### config.mk
export PLATFORM = sky130hd
export DESIGN_NAME = instr_fetch_sequencer
export DESIGN_NICKNAME = d
export VERILOG_FILES = /design/src/rtl/instr_fetch_sequencer_pkg.sv /design/src/rtl/instr_fetch_sequencer.sv
export SDC_FILE = /design/constraint.sdc
export NUM_CORES = 1
export LEC_CHECK = 0
export CAP_MARGIN = 20
export CORE_UTILIZATION = 30
export DETAILED_ROUTE_END_ITERATION = 12
export MAX_ROUTING_LAYER = met4
export PLACE_DENSITY = 0.51
export SLEW_MARGIN = 20
export SYNTH_ARGS = -nofsm -noshare
export SYNTH_HDL_FRONTEND = slang
export SYNTH_SLANG_ARGS = --single-unit
export TNS_END_PERCENT = 10
### constraint.sdc
create_clock -name clk -period 2.2 [get_ports clk]
set_input_delay 0.44 -clock clk [delete_from_list [all_inputs] [get_ports clk]]
set_output_delay 0.44 -clock clk [all_outputs]
set_load 0.1 [all_outputs]
### src/rtl/instr_fetch_sequencer_pkg.sv
// rtl/instr_fetch_sequencer_pkg.sv - NN ISA control opcodes, default widths and sequencer state encoding
package instr_fetch_sequencer_pkg;

    localparam int DEF_ADDR_W    = 8;
    localparam int DEF_DATA_W    = 8;
    localparam int DEF_MEM_DEPTH = 128;

    localparam logic [7:0] ISA_OP_NOP  = 8'h00;
    localparam logic [7:0] ISA_OP_JUMP = 8'hFE;
    localparam logic [7:0] ISA_OP_HALT = 8'hFF;

    localparam logic [2:0] ST_IDLE      = 3'd0;
    localparam logic [2:0] ST_FETCH_OP  = 3'd1;
    localparam logic [2:0] ST_FETCH_ARG = 3'd2;
    localparam logic [2:0] ST_DISPATCH  = 3'd3;
    localparam logic [2:0] ST_HALTED    = 3'd4;

endpackage

### src/rtl/instr_fetch_sequencer.sv
// rtl/instr_fetch_sequencer.sv - PC owner and two-byte instruction fetch/dispatch sequencer
module instr_fetch_sequencer
    import instr_fetch_sequencer_pkg::*;
#(
    parameter int                ADDR_W     = DEF_ADDR_W,
    parameter int                DATA_W     = DEF_DATA_W,
    parameter int                MEM_DEPTH  = DEF_MEM_DEPTH,
    parameter logic [ADDR_W-1:0] START_ADDR = '0,
    parameter logic [DATA_W-1:0] OP_NOP     = DATA_W'(ISA_OP_NOP),
    parameter logic [DATA_W-1:0] OP_JUMP    = DATA_W'(ISA_OP_JUMP),
    parameter logic [DATA_W-1:0] OP_HALT    = DATA_W'(ISA_OP_HALT)
) (
    input  logic              clk,
    input  logic              reset,
    input  logic              start,
    output logic [ADDR_W-1:0] ram_addr,
    output logic              ram_en,
    input  logic [DATA_W-1:0] ram_data,
    output logic              instr_valid,
    output logic [DATA_W-1:0] instr_opcode,
    output logic [DATA_W-1:0] instr_operand,
    input  logic              instr_ready,
    output logic              busy,
    output logic              halted
);

    logic [2:0]        state;
    logic [ADDR_W-1:0] pc;
    logic [ADDR_W-1:0] pc_inc;
    logic [ADDR_W-1:0] jump_target;
    logic [DATA_W-1:0] opcode_reg;
    logic [DATA_W-1:0] operand_reg;

    // PC never leaves [0, MEM_DEPTH), so wrapping only needs to catch the last word
    always_comb begin
        pc_inc = pc + 1'b1;
        if (pc == ADDR_W'(MEM_DEPTH - 1)) begin
            pc_inc = '0;
        end
        jump_target = ADDR_W'(32'(ram_data) % MEM_DEPTH);
    end

    always_ff @(posedge clk) begin
        if (reset) begin
            state       <= ST_IDLE;
            pc          <= START_ADDR;
            opcode_reg  <= '0;
            operand_reg <= '0;
            instr_valid <= 1'b0;
            halted      <= 1'b0;
        end else begin
            case (state)
                ST_IDLE: begin
                    if (start) begin
                        state <= ST_FETCH_OP;
                        pc    <= START_ADDR;
                    end
                end
                ST_FETCH_OP: begin
                    opcode_reg <= ram_data;
                    pc         <= pc_inc;
                    state      <= ST_FETCH_ARG;
                end
                ST_FETCH_ARG: begin
                    // Decode uses the live RAM word as operand so control ops cost no extra cycle
                    operand_reg <= ram_data;
                    pc          <= pc_inc;
                    if (opcode_reg == OP_NOP) begin
                        state <= ST_FETCH_OP;
                    end else if (opcode_reg == OP_JUMP) begin
                        pc    <= jump_target;
                        state <= ST_FETCH_OP;
                    end else if (opcode_reg == OP_HALT) begin
                        state  <= ST_HALTED;
                        halted <= 1'b1;
                    end else begin
                        state       <= ST_DISPATCH;
                        instr_valid <= 1'b1;
                    end
                end
                ST_DISPATCH: begin
                    if (instr_ready) begin
                        instr_valid <= 1'b0;
                        state       <= ST_FETCH_OP;
                    end
                end
                ST_HALTED: begin
                    if (start) begin
                        state  <= ST_FETCH_OP;
                        pc     <= START_ADDR;
                        halted <= 1'b0;
                    end
                end
                default: begin
                    state <= ST_IDLE;
                end
            endcase
        end
    end

    assign ram_addr      = pc;
    assign ram_en        = (state == ST_FETCH_OP) || (state == ST_FETCH_ARG);
    assign busy          = (state != ST_IDLE) && (state != ST_HALTED);
    assign instr_opcode  = opcode_reg;
    assign instr_operand = operand_reg;

endmodule

==> Flow_metrics.wiki, run 1 <==
{| class="wikitable"
! Metric !! Value
|-
| Outcome || finished, violations left
|-
| Failing checks || DRC
|-
| Number of gates given a new drive strength after cts || 0
|-
| Via count of the first global-routing pass || 1,310
|-
| Hold worst-path end || instr_operand[2]$_SDFFE_PP0P_
|-
| Vias per cell || 5.38
|-
| H-tree lvl count || 2
|-
| Clock Pin Slew Worst Setup and Hold Paths || 70 ps
|-
| Synth warn || 0
|-
| Pin count of the biggest net entering global routing || 22
|-
| Critical path capture point type || register
|-
| Ys flop type || dfxtp_1
|-
| Syn-to-layout area delta || 33.7%
|-
| Antenna-violating nets left || 0
|-
| Actual slew at the worst max-slew pin || 528 ps
|-
| Count of pins on the block boundary || 40
|-
| # clock sinks || 29
|-
| Core area || 4470 um2
|-
| First-pass GRT wire length || 6400 um
|-
| Share of the synthesized area in compound gates (AO/OA/AOI/OAI) || 13.9%
|-
| Most common library cell in the layout ignoring fill and taps || buf_4
|-
| Setup fix buffers added after clock tree synthesis || 0
|-
| Worst min-delay path class || reg -> reg
|-
| Count of flip-flops with a built-in enable after synthesis || 0
|-
| Initial Utilization || 32.0%
|-
| Via count || 1,378
|-
| Maximum clock frequency || 549 MHz
|-
| Combined global-route utilization of all metal layers || 16.9%
|-
| Worst slew margin relative to its limit || 64.8%
|-
| Data required, critical path || 2340 ps
|-
| Power per cell area || 800 nW/um2
|-
| Clock tree from TritonCTS || yes
|-
| First-pass DRT Iterations || 9
|-
| Routability cong. || 0.906
|-
| Max-cap violations || 0
|-
| Register area share after synthesis || 40.5%
|-
| Number of clock buffers inserted by TritonCTS || 5
|-
| Setup TNS || 0 ps
|-
| RSZ-0062 raised after global routing || no
|-
| Worst-path maximum fanout || 6
|-
| Initial antenna violation count || 0
|-
| Worst IR drop on VDD || 0.381 mV
|-
| Layout cells sized above 1 || 24.5%
|-
| Total wire length || 3930 um
|-
| Final setup violation count || 0
|-
| Std cell rows || 24
|-
| Adder and majority gate portion of the synthesized area || 0.873%
|-
| Commonest non-fill, non-tap cells in the layout || 31 x buf_4, 27 x dfxtp_1, 20 x nor2_1
|-
| Synthesized instance count || 163
|-
| Clock root cell || clkbuf_8
|-
| Final routed DRC violation total || 4
|-
| Hold Startpoint || instr_operand[2]$_SDFFE_PP0P_
|-
| R2r startpoint || ram_addr[0]$_SDFFE_PP0P_
|-
| Final routed wire length divided by cell count || 15.4 um
|-
| Worst-case hold slack || 498 ps
|-
| Number of storage elements in the synthesis netlist || 29
|-
| Minimum setup slack in the final design || 377 ps
|-
| Number of input and output port buffers inserted || 39
|-
| Logic depth of the worst register-to-register path || 5
|-
| Buffers from clock root to sink, at most || 2
|-
| LEAKAGE || 0.750 nW
|-
| Mean post-synth cell area || 8.80 um2
|-
| Area of the mapped netlist || 1430 um2
|-
| Minimum setup slack among reg-to-reg paths || 380 ps
|-
| Proportion of synthesized area in mux cells || 11.9%
|-
| Total gr overflow || 0
|-
| Starting DRC count in detailed routing || 96
|-
| Cts-stage hold buffer count || 0
|-
| Chip Width || 71.1 um
|-
| Source-to-sink clock delay at the later pin of the worst-skew pair || 290 ps
|-
| Post-Place Setup Slack || 406 ps
|-
| Clock skew || 6.62 ps
|-
| Final critical-path share of the clock period || 82.9%
|-
| Signal arrival time at the worst endpoint || 1970 ps
|-
| Final Critical Period || 1820 ps
|-
| Die Ht || 71.1 um
|-
| Xor and xnor area share after synthesis || 0.611%
|-
| Crit Path Class || reg -> reg
|-
| Net count after synthesis || 176
|-
| Number of slew-limit violations in the final report || 0
|-
| Proportion of synthesized flip-flops having asynchronous set or reset || 0%
|-
| Half-perimeter wire length after detailed placement || 2860 um
|-
| Category of the worst setup path launch point || register
|-
| Critical R2R Capture || ram_addr[0]$_SDFFE_PP0P_
|-
| Hold Path Stages || 2
|-
| Diodes inserted || 0
|-
| Combinational family with the most area after synthesis || simple AND/OR/NAND/NOR gates
|-
| Cell variety after synth || 40
|-
| Post-route total power || 0.00153 W
|-
| Total Nets Final || 216
|-
| Hold Vio Cnt, Final || 0
|-
| Area enclosed by the die boundary || 5060 um2
|-
| Simple logic cell fraction of the synthesized area || 27.3%
|}
cells by family (layout without fill, tap and decap cells):
kind of cell             Yosys count  after routing
adder cells (fa/ha/maj)            1              1
AND/OR/NAND/NOR                   75             75
XOR/XNOR                           1              1
AO/OA/AOI/OAI                     25             25
buffers and inverters             15             56
flip-flops                        29             29
multiplexers                      17             17
cells in the mapped netlist, types with 2 or more instances:
cell,number,area [um2]
nand4_1,5,31.3
a31oi_1,2,12.5
buf_1,2,7.51
o21ai_0,2,10.0
buf_2,3,15.0
mux2i_1,17,170
nand3_1,12,60.1
buf_4,3,22.5
nor2_1,21,78.8
inv_1,4,15.0
nor4_1,3,18.8
a32oi_1,3,26.3
a21oi_1,4,20.0
dfxtp_1,29,581
nor3_1,5,25.0
and3_1,3,18.8
nand2_1,12,45.0
clkbuf_1,3,11.3
a311oi_1,3,26.3
nor2b_1,6,37.5
a22oi_1,2,15.0
worst max path at each step:
stage          cells after the start                     start  slack, ps                       end
6_report                           5  ram_addr[0]$_SDFFE_PP0P_        380  ram_addr[0]$_SDFFE_PP0P_
3_3_place_gp                       6                     reset        420  ram_addr[5]$_SDFFE_PP0P_
5_1_grt                            5  ram_addr[0]$_SDFFE_PP0P_        270  ram_addr[0]$_SDFFE_PP0P_
3_5_place_dp                       5  ram_addr[0]$_SDFFE_PP0P_        410  ram_addr[0]$_SDFFE_PP0P_
4_1_cts                            3     state[1]$_SDFFE_PP0P_        390                    ram_en
2_1_floorplan                      5  ram_addr[2]$_SDFFE_PP0P_       -100  ram_addr[0]$_SDFFE_PP0P_
cell type report:
class | instances | area [um2]
tap | 52 | 65.1
clock inverter | 3 | 17.5
sequential | 29 | 583
multi-input combinational | 119 | 785
clock buffer | 5 | 68.8
timing repair buffer | 44 | 383
inverter | 4 | 15.0
fill | 440 | 2560
per-stage QoR:
stage	std cells	area [um2]	util, %
finish	256	1920	42.8
global route	256	1920	42.8
CTS	256	1920	42.8
detailed placement	248	1830	40.9
global placement	248	1830	40.9
floorplan	163	1440	-
power breakdown:
| group | internal (W) | leakage [nW] | switching [W] |
|---|---|---|---|
| Combinational | 0.000146 | 0.470 | 0.000361 |
| Sequential | 0.000556 | 0.236 | 0.0000347 |
| Clock | 0.000218 | 0.0439 | 0.000218 |
| Total | 0.000920 | 0.750 | 0.000614 |
state kept, by name (all words and copies together), names as in the netlist:
signal and cells:
halted 1, state 3, instr_opcode 8, instr_valid 1, ram_addr 8, instr_operand 8
per-layer routing:
layer  share of wire (%)  track usage, %
met1                  48            22.0
met2                  44            24.3
met3                 6.0            5.27
met4                 1.9            7.11
met5                   0               -
worst max-delay path, cell delays in order, from the launching register on:
cell and delay [ps]:
dfxtp_2 380, ha_1 210, nand3_2 120, or4b_1 640
a32oi_1 230, a211oi_1 90
Note: power is estimated with default switching activity, not from simulation.
==> run 2, diff against run 1 <==
==> constraint.sdc (replaced) <==
create_clock -name clk -period 1.8 [get_ports clk]
set_input_delay 0.36 -clock clk [delete_from_list [all_inputs] [get_ports clk]]
set_output_delay 0.36 -clock clk [all_outputs]
set_load 0.1 [all_outputs]
==> run 2 against run 1 <==
Largest cell class unchanged; the flow now finishes without violations; first-iteration DRC count grew 3.1%; final area grew 21%; worst hold slack gained 42 ps; via count grew 3.0%; clock power grew 23%; sequential power grew 26%; critical path depth is the same.
==> Flow_metrics.wiki, run 2 (synthesized netlist as in run 1, its figures left out) <==
{| class="wikitable"
! Metric !! Value
|-
| Total wire length || 4330 um (was 3930 um)
|-
| Worst IR drop on VDD || 0.436 mV (was 0.381 mV)
|-
| Chip Width || 71.1 um (unchanged)
|-
| Signal arrival time at the worst endpoint || 1790 ps (was 1970 ps)
|-
| Outcome || finished clean (was finished, violations left)
|-
| Clock Pin Slew Worst Setup and Hold Paths || 60 ps (was 70 ps)
|-
| Cell area reported after detailed placement || 2220 um2 (was 1830 um2)
|-
| Cell area after layout || 2310 um2 (was 1920 um2)
|-
| H-tree lvl count || 2 (unchanged)
|-
| Core area || 4470 um2 (unchanged)
|-
| Combined global-route utilization of all metal layers || 19.2% (was 16.9%)
|-
| Critical path capture point type || register (unchanged)
|-
| Number of clock buffers inserted by TritonCTS || 5 (unchanged)
|-
| Hold Vio Cnt, Final || 0 (unchanged)
|-
| Syn-to-layout area delta || 61.3% (was 33.7%)
|-
| Actual slew at the worst max-slew pin || 541 ps (was 528 ps)
|-
| Met1 WL || 1900 um (about the same)
|-
| Critical R2R Capture || ram_addr[0]$_SDFFE_PP0P_ (unchanged)
|-
| Std cell rows || 24 (unchanged)
|-
| Total Nets Final || 218 (was 216)
|-
| Cts-stage hold buffer count || 0 (unchanged)
|-
| Antenna-violating nets left || 0 (unchanged)
|-
| Final routed wire length divided by cell count || 16.8 um (was 15.4 um)
|-
| Final setup violation count || 0 (unchanged)
|-
| Final non-filler cell total || 257 (was 256)
|-
| Crit Path Class || reg -> reg (unchanged)
|-
| Layout cells sized above 1 || 33.2% (was 24.5%)
|-
| Maximum clock frequency || 602 MHz (was 549 MHz)
|-
| R2r startpoint || ram_addr[1]$_SDFFE_PP0P_ (was ram_addr[0]$_SDFFE_PP0P_)
|-
| # clock sinks || 29 (unchanged)
|-
| Buffers from clock root to sink, at most || 2 (unchanged)
|-
| Area enclosed by the die boundary || 5060 um2 (unchanged)
|-
| Logic depth of the worst register-to-register path || 5 (unchanged)
|-
| Total gr overflow || 0 (unchanged)
|-
| First-pass DRT Iterations || 6 (was 9)
|-
| Most common library cell in the layout ignoring fill and taps || buf_12 (was buf_4)
|-
| Count of pins on the block boundary || 40 (unchanged)
|-
| Power per cell area || 859 nW/um2 (was 800 nW/um2)
|-
| Clock root cell || clkbuf_8 (unchanged)
|-
| Highest metal layer with signal wires || met4 (unchanged)
|-
| Layout Utilization || 51.7% (was 42.8%)
|-
| Worst-case hold slack || 540 ps (was 498 ps)
|-
| Die Ht || 71.1 um (unchanged)
|-
| Clock tree from TritonCTS || yes (unchanged)
|-
| LEAKAGE || 0.843 nW (was 0.750 nW)
|-
| Final routed DRC violation total || 0 (was 4)
|-
| Via count || 1,419 (was 1,378)
|-
| First-pass GRT wire length || 7180 um (was 6400 um)
|-
| Number of input and output port buffers inserted || 39 (unchanged)
|-
| Category of the worst setup path launch point || register (unchanged)
|-
| Final critical-path share of the clock period || 92.2% (was 82.9%)
|-
| Endpoint of the worst setup timing path || ram_addr[0]$_SDFFE_PP0P_ (unchanged)
|-
| Starting DRC count in detailed routing || 99 (was 96)
|-
| Source-to-sink clock delay at the later pin of the worst-skew pair || 270 ps (was 290 ps)
|-
| Initial Utilization || 32.0% (unchanged)
|-
| Via count of the first global-routing pass || 1,430 (was 1,310)
|-
| Post-route total power || 0.00199 W (was 0.00153 W)
|-
| Launch point of the critical path || ram_addr[1]$_SDFFE_PP0P_ (was ram_addr[0]$_SDFFE_PP0P_)
|-
| Final Critical Period || 1660 ps (was 1820 ps)
|-
| Worst min-delay path class || reg -> reg (unchanged)
|-
| Diodes inserted || 0 (unchanged)
|-
| Met2 Wirelength || 2080 um (was 1730 um)
|-
| Initial antenna violation count || 0 (unchanged)
|-
| Half-perimeter wire length after detailed placement || 3190 um (was 2860 um)
|-
| Minimum setup slack among reg-to-reg paths || 140 ps (was 380 ps)
|-
| Data required, critical path || 1930 ps (was 2340 ps)
|-
| Routability cong. || 0.918 (was 0.906)
|-
| Commonest non-fill, non-tap cells in the layout || 28 x buf_12, 20 x nor2_1, 17 x mux2i_1 (was 31 x buf_4, 27 x dfxtp_1, 20 x nor2_1)
|-
| Number of placed cells counting well taps || 250 (was 248)
|-
| Number of slew-limit violations in the final report || 0 (unchanged)
|-
| Pin count of the biggest net entering global routing || 21 (was 22)
|-
| Clock skew || 1.19 ps (was 6.62 ps)
|-
| Max-cap violations || 0 (unchanged)
|-
| Met3 wirelength from detailed routing || 286 um (was 237 um)
|-
| Vias per cell || 5.52 (was 5.38)
|-
| Worst slew margin relative to its limit || 63.9% (was 64.8%)
|-
| RSZ-0062 raised after global routing || no (unchanged)
|-
| Worst-path maximum fanout || 6 (unchanged)
|}
-- run 2: changes by cell type in the layout (fill, tap and decap cells not counted), moves of 2 or more --
cell and change:
buf_12 +26, buf_4 -24, dfxtp_1 -15, dfxtp_2 +10, dfxtp_4 +5, clkinv_2 -2
-- run 2: stage by stage --
step / TNS (ps) / setup slack, ps
floorplan: -68.3 / -52.0
global placement: 0 / 120
detailed placement: 0 / 42.8
CTS: 0 / 28.4
global route: 0 / 81.0
finish: 0 / 140
-- run 2: metal layers --
| layer | global-route usage (%) | vias up |
|---|---|---|
| li1 | - | 680 |
| met1 | 23.7 | 682 |
| met2 | 30.9 | 50 |
| met3 | 3.85 | 7 |
| met4 | 7.56 | 0 |
| met5 | - | - |
-- run 2: how the worst min path moves through the flow --
stage / depth (start not counted) / startpoint / end / slack (ps)
floorplan: 1 / start / halted$_SDFFE_PP0P_ / 480
global placement: 2 / ram_addr[2]$_SDFFE_PP0P_ / ram_addr[2]$_SDFFE_PP0P_ / 530
detailed placement: 2 / ram_addr[2]$_SDFFE_PP0P_ / ram_addr[2]$_SDFFE_PP0P_ / 540
CTS: 2 / ram_addr[2]$_SDFFE_PP0P_ / ram_addr[2]$_SDFFE_PP0P_ / 550
global route: 1 / state[0]$_SDFFE_PP0P_ / state[2]$_SDFFE_PP0P_ / 560
finish: 2 / ram_addr[2]$_SDFFE_PP0P_ / ram_addr[2]$_SDFFE_PP0P_ / 540
-- run 2: critical path: stages (launching register included) --
cell,delay (ps)
dfxtp_4,390
ha_4,160
nand3_4,100
or4b_4,580
a32oi_1,200
a211oi_1,90
-- run 2: repair_timing --
item	CTS	global route
setup buffers	0	0
endpoints found under the setup margin	0	4
hold endpoints to repair	0	0
gates resized for setup	0	4
-- run 2: report_power, final --
part / switching (W) / internal, W / leakage, nW
clock: 0.000233 / 0.000303 / 0.0443
combinational: 0.000448 / 0.000260 / 0.554
sequential: 0.0000634 / 0.000681 / 0.245
total: 0.000743 / 0.00124 / 0.843
-- run 2: layout make-up --
cell class / count / area (um2)
Multi-Input combinational cell: 119 / 810
Sequential cell: 29 / 614
Fill cell: 412 / 2160
Clock buffer: 7 / 86.3
Inverter: 4 / 15.0
Tap cell: 52 / 65.1
Timing Repair Buffer: 46 / 723
==> run 3, diff against run 2 <==
--- a/config.mk
+++ b/config.mk
@@ -8,6 +8,7 @@
 export CAP_MARGIN = 20
 export CORE_UTILIZATION = 30
 export DETAILED_ROUTE_END_ITERATION = 12
+export GPL_TIMING_DRIVEN = 1
 export MAX_ROUTING_LAYER = met4
 export PLACE_DENSITY = 0.51
 export SLEW_MARGIN = 20
==> results of run 3 <==
Same layout as run 2: the final DEF is identical, and so are final timing and power.
==> RTL edit 1 (config.mk and constraints of run 3) <==
Change the package constant `DEF_DATA_W` from 8 to 9.
--- a/src/rtl/instr_fetch_sequencer_pkg.sv
+++ b/src/rtl/instr_fetch_sequencer_pkg.sv
@@ -2,7 +2,7 @@
 package instr_fetch_sequencer_pkg;
 
     localparam int DEF_ADDR_W    = 8;
-    localparam int DEF_DATA_W    = 8;
+    localparam int DEF_DATA_W    = 9;
     localparam int DEF_MEM_DEPTH = 128;
 
     localparam logic [7:0] ISA_OP_NOP  = 8'h00;
Ports: changed (resized instr_opcode, instr_operand and ram_data); port bits go from 40 to 43. The function was not compared with the original's and may differ.
==> RTL edit 1 against run 3 <==
The flow now finishes with violations (setup timing); count of clock-buffer cells in the layout unchanged; routed wire length up 9.5%; maximum frequency down 8.2%; area after synthesis up 3.3%; sequential cell count up 2; worst setup slack worse by 0.15 ns; cell area up 9.0%; largest cell class is now buffers.
Power is not compared: it rests on default switching activity, and its combinational part moved more than twofold at a synthesized area within 25%.
==> RTL edit 1: results (changes against run 3) <==
* Run status: finished, violations left
* Violated checks: setup timing
- Start point of the critical path: state[1]$_SDFFE_PP0P_
- The final setup TNS is -0.00858 ns (-0.00858 ns).
- The worst-margin pin slew is 0.574 ns (+0.0328 ns).
* Post-detailed-placement half-perimeter wirelength: 3.42 mm (+7.2%)
- First-pass GRT wire length: 7.76 mm (+8.0%)
* CP Max Fanout: 9 (+3)
- Slack of the worst reg-to-reg path: 0.03 ns (-0.11 ns)
* Setup WS post-layout: -0.00858 ns (-0.149 ns)
- The average routed wire per standard cell came to 15.6 µm (-7.2%).
- The standard cell area after detailed placement is 2380 µm² (+7.2%).
- Setup crit end: ram_en
- TritonRoute pass-1 iters: 5 (-1)
* Share of layout cells above drive strength 1: 32.2% (-0.97 points)
- # setup viols final: 1 (+1)
- Vias in the first global route: 1,520 (+6.3%)
* Worst stage delay on the critical path: 0.45 ns (-0.13 ns)
* Buffers on Ports: 42 (+7.7%)
- The worst slack on hold paths was 0.493 ns (-0.0467 ns).
- Global placement routability congestion: 0.925 (+0.80%)
* Worst R2R End: ram_addr[6]$_SDFFE_PP0P_
- The setup slack after placement was -0.0377 ns (-0.0805 ns).
- Cell at the slowest stage of the critical path: sky130_fd_sc_hd__or3b_4
- Largest net degree at the start of global routing: 16 (-24%)
* Depth of the worst register-to-register path: 4 (-1)
* WP data arrival: 1.45 ns (-0.34 ns)
* Launch point of the worst hold path: instr_operand[8]$_SDFFE_PP0P_
- The worst register-to-register path begins at state[2]$_SDFFE_PP0P_.
* Proportion of synthesized chip area in sequential cells: 41.9% (+1.4 points)
* Number of nets in the finished design: 249 (+14%)
## RTL edit 1: cell count changes after synthesis, sizes merged, moves of 3 or more
cell / before / now
nand2b: 0 / 3
nor2: 22 / 16
a21oi: 4 / 16
nand3: 13 / 6
a211oi: 1 / 4
nor2b: 6 / 0
nand2: 12 / 26
a31oi: 3 / 7
buf: 8 / 4
clkbuf: 3 / 6
mux2i: 17 / 10
nor3: 5 / 8
## RTL edit 1: metrics by stage
step / power (mW) / util [%] / cells
floorplan: 1.83 / - / 178
global placement: 2.40 / 50.4 / 293
detailed placement: 2.42 / 50.4 / 293
CTS: 3.01 / 52.5 / 301
global route: 3.17 / 53.4 / 303
finish: 3.04 / 53.4 / 303
## RTL edit 1: metal layers
metal,track usage [%],routed length [µm],vias up
li1,-,-,762
met1,26.8,2240,739
met2,30.8,2150,63
met3,4.58,294,6
met4,6.54,53,0
met5,-,0,-
## RTL edit 1: cell type report
type | count | area (µm²) | area share, %
multi-input combinational | 133 | 825 | 32.7
clock inverter | 1 | 5.00 | 0.198
inverter | 4 | 15.0 | 0.595
tap | 67 | 83.8 | 3.32
clock buffer | 7 | 86.3 | 3.42
sequential | 31 | 644 | 25.5
timing repair buffer | 60 | 863 | 34.2
## RTL edit 1: logic make-up after synthesis
group                      Yosys count  share of synthesized area (%)
DFF                                 31                           41.9
and+or+nand+nor                     79                           26.9
muxes                               10                           6.76
buffers and inverters               14                           4.39
xor gates and xnor gates             1                          0.591
AOI/OAI and AO/OA                   42                           18.7
adders and majority gates            1                          0.844
## RTL edit 1: timing repair
| action | CTS | global route |
|---|---|---|
| hold buffers | 0 | 0 |
| endpoints found under the setup margin | 5 | 7 |
| pin swaps | 1 | 1 |
| gates resized for setup | 3 | 7 |
| setup buffers | 0 | 2 |
==> RTL edit 2 (settings of run 3) <==
Made on the original files. Reset style: asynchronous (`reset`), changed in one clocked block.
--- a/src/rtl/instr_fetch_sequencer.sv
+++ b/src/rtl/instr_fetch_sequencer.sv
@@ -40,7 +40,7 @@
         jump_target = ADDR_W'(32'(ram_data) % MEM_DEPTH);
     end
 
-    always_ff @(posedge clk) begin
+    always_ff @(posedge clk or posedge reset) begin
         if (reset) begin
             state       <= ST_IDLE;
             pc          <= START_ADDR;
Behaviour: differs if reset is asserted again (counterexample within 4 cycles, from zero or initial values and one cycle with reset high); with reset held inactive, the same outputs for 10 cycles.
==> RTL edit 2 against run 3 <==
Worst setup slack got worse by 0.12 ns; critical endpoint is now ram_en; die area rose by 4.1%; cell area rose by 5.5%; clock skew rose by 0.0091 ns; routed wire length fell by 1.7%; sequential cell count did not move; maximum frequency fell by 6.5%; area after synthesis rose by 4.3%.
Power is left out: the tool's default activity adds up to more than one toggle a clock period on the data nets, which glitch-free logic cannot reach.
==> RTL edit 2: results (changes against run 3) <==
* TritonRoute pass-1 iters: 4 (-2)
- In this run the critical register-to-register path is captured at ram_addr[2]$_DFFE_PP0P_.
- Detail-routed net length per standard cell: 16.1 µm (-4.3%)
- Minimum setup slack after placement: 0.0726 ns (+0.0298 ns)
- The worst register-to-register path begins at state[2]$_DFFE_PP0P_.
* Share of layout cells above drive strength 1: 45.2% (+12 points)
- The multiplexer share of the synthesized area was 13.4% (+1.5 points).
- Tracing the worst setup path back leads to its startpoint at state[0]$_DFFE_PP0P_.
- Largest net degree at the start of global routing: 30 (+43%)
- The synthesized-area fraction occupied by xor and xnor cells is 0% (-0.61 points).
- Count of mapped cells out of synthesis: 141 (-13%)
- The first-pass GRT wire length came to 6.83 mm (-4.9%).
* Setup crit end: ram_en
* Ranking of synthesized cells by area: sky130_fd_sc_hd__dfrtp_1 49%, sky130_fd_sc_hd__mux2_2 12%, sky130_fd_sc_hd__nand2_1 4.0%
- Detailed Route WL: 4.26 mm (-1.7%)
- Arithmetic-cell share of the synthesized area counting full adders, half adders and majority gates: 0.837% (-0.036 points)
- Slack of the worst reg-to-reg path: 0.05 ns (-0.09 ns)
* Proportion of synthesized chip area in sequential cells: 48.5% (+8.0 points)
* Global placement routability congestion: 0.846 (-7.8%)
- In the synthesized netlist, the cells that appear most often are 29 x sky130_fd_sc_hd__dfrtp_1, 16 x sky130_fd_sc_hd__mux2_2, 16 x sky130_fd_sc_hd__nand2_1.
* CP Max Fanout: 5 (-1)
- Depth of the worst register-to-register path: 6 (+1)
* Initial drt markers: 73 (-26%)
- WP data arrival: 1.42 ns (-0.37 ns)
* Cell count after placement: 252 (+0.80%)
* Run status: finished clean
- The worst slew slack as a fraction of its limit came to 74.2% (+10 points).
- The number of nets at the end of the flow is 209 (-4.1%).
* Initial antenna violation count: 0 (unchanged)
- Min Hold Slack: 0.468 ns (-0.0712 ns)
- Ys async rst share: 100% (+100 points)
- The net count of the mapped netlist is 154 (-13%).
- Cell variety after synth: 35 (-13%)
* Count of vias placed by the detailed router: 1,322 (-6.8%)
* Global-route usage over all layers: 17.7% (-1.5 points)
- The final HPWL from detailed placement came to 3.10 mm (-2.8%).
* Area of placed instances: 2300 µm² (+3.7%)
- Setup Skew: 0.0103 ns (+0.00914 ns)
- Maximum operating frequency: 563 MHz (-6.5%)
* Compound-cell area share of the yosys netlist: 12.2% (-1.7 points)
-- RTL edit 2: changes by cell type in the layout (fill, tap and decap cells not counted), moves of 12 or more --
cell / change
sky130_fd_sc_hd__dfrtp_1: +13
sky130_fd_sc_hd__mux2i_1: -15
sky130_fd_sc_hd__mux2_2: +16
sky130_fd_sc_hd__dfrtp_2: +14
sky130_fd_sc_hd__dfxtp_2: -12
sky130_fd_sc_hd__dfxtp_1: -12
sky130_fd_sc_hd__nor2_1: -15
-- RTL edit 2: area by class of cell --
type / instances / area, µm²
repair buffers: 53 / 779
well taps: 67 / 83.8
inverters: 4 / 15.0
multi-input cells: 103 / 731
clock buffers: 8 / 80.1
fillers: 438 / 2310
flip-flops and latches: 29 / 751
-- RTL edit 2: kinds of logic (layout without fill, tap and decap cells) --
logic type	after synthesis	count (layout)
AOI/OAI and AO/OA	29	29
adders and majority gates	1	1
buffers and inverters	9	65
DFF	29	29
muxes	18	18
and+or+nand+nor	55	55
-- RTL edit 2: worst max-delay path: stages (launching register included) --
cell                       delay, ns
sky130_fd_sc_hd__dfrtp_1        0.38
sky130_fd_sc_hd__buf_6          0.13
sky130_fd_sc_hd__nand2b_1       0.15
sky130_fd_sc_hd__a21o_1         0.21
sky130_fd_sc_hd__inv_2          0.09
sky130_fd_sc_hd__buf_12         0.17
-- RTL edit 2: repair_timing --
item,in CTS,in global routing
setup endpoints to repair,1,4
resized for setup,2,5
setup buffers,4,0
pin swaps,1,0
-- RTL edit 2: layer usage --
layer	part of all wire [%]	track usage [%]
met3	4.9	3.31
met1	43	22.8
met5	0	-
met4	2.2	7.84
met2	50	27.2
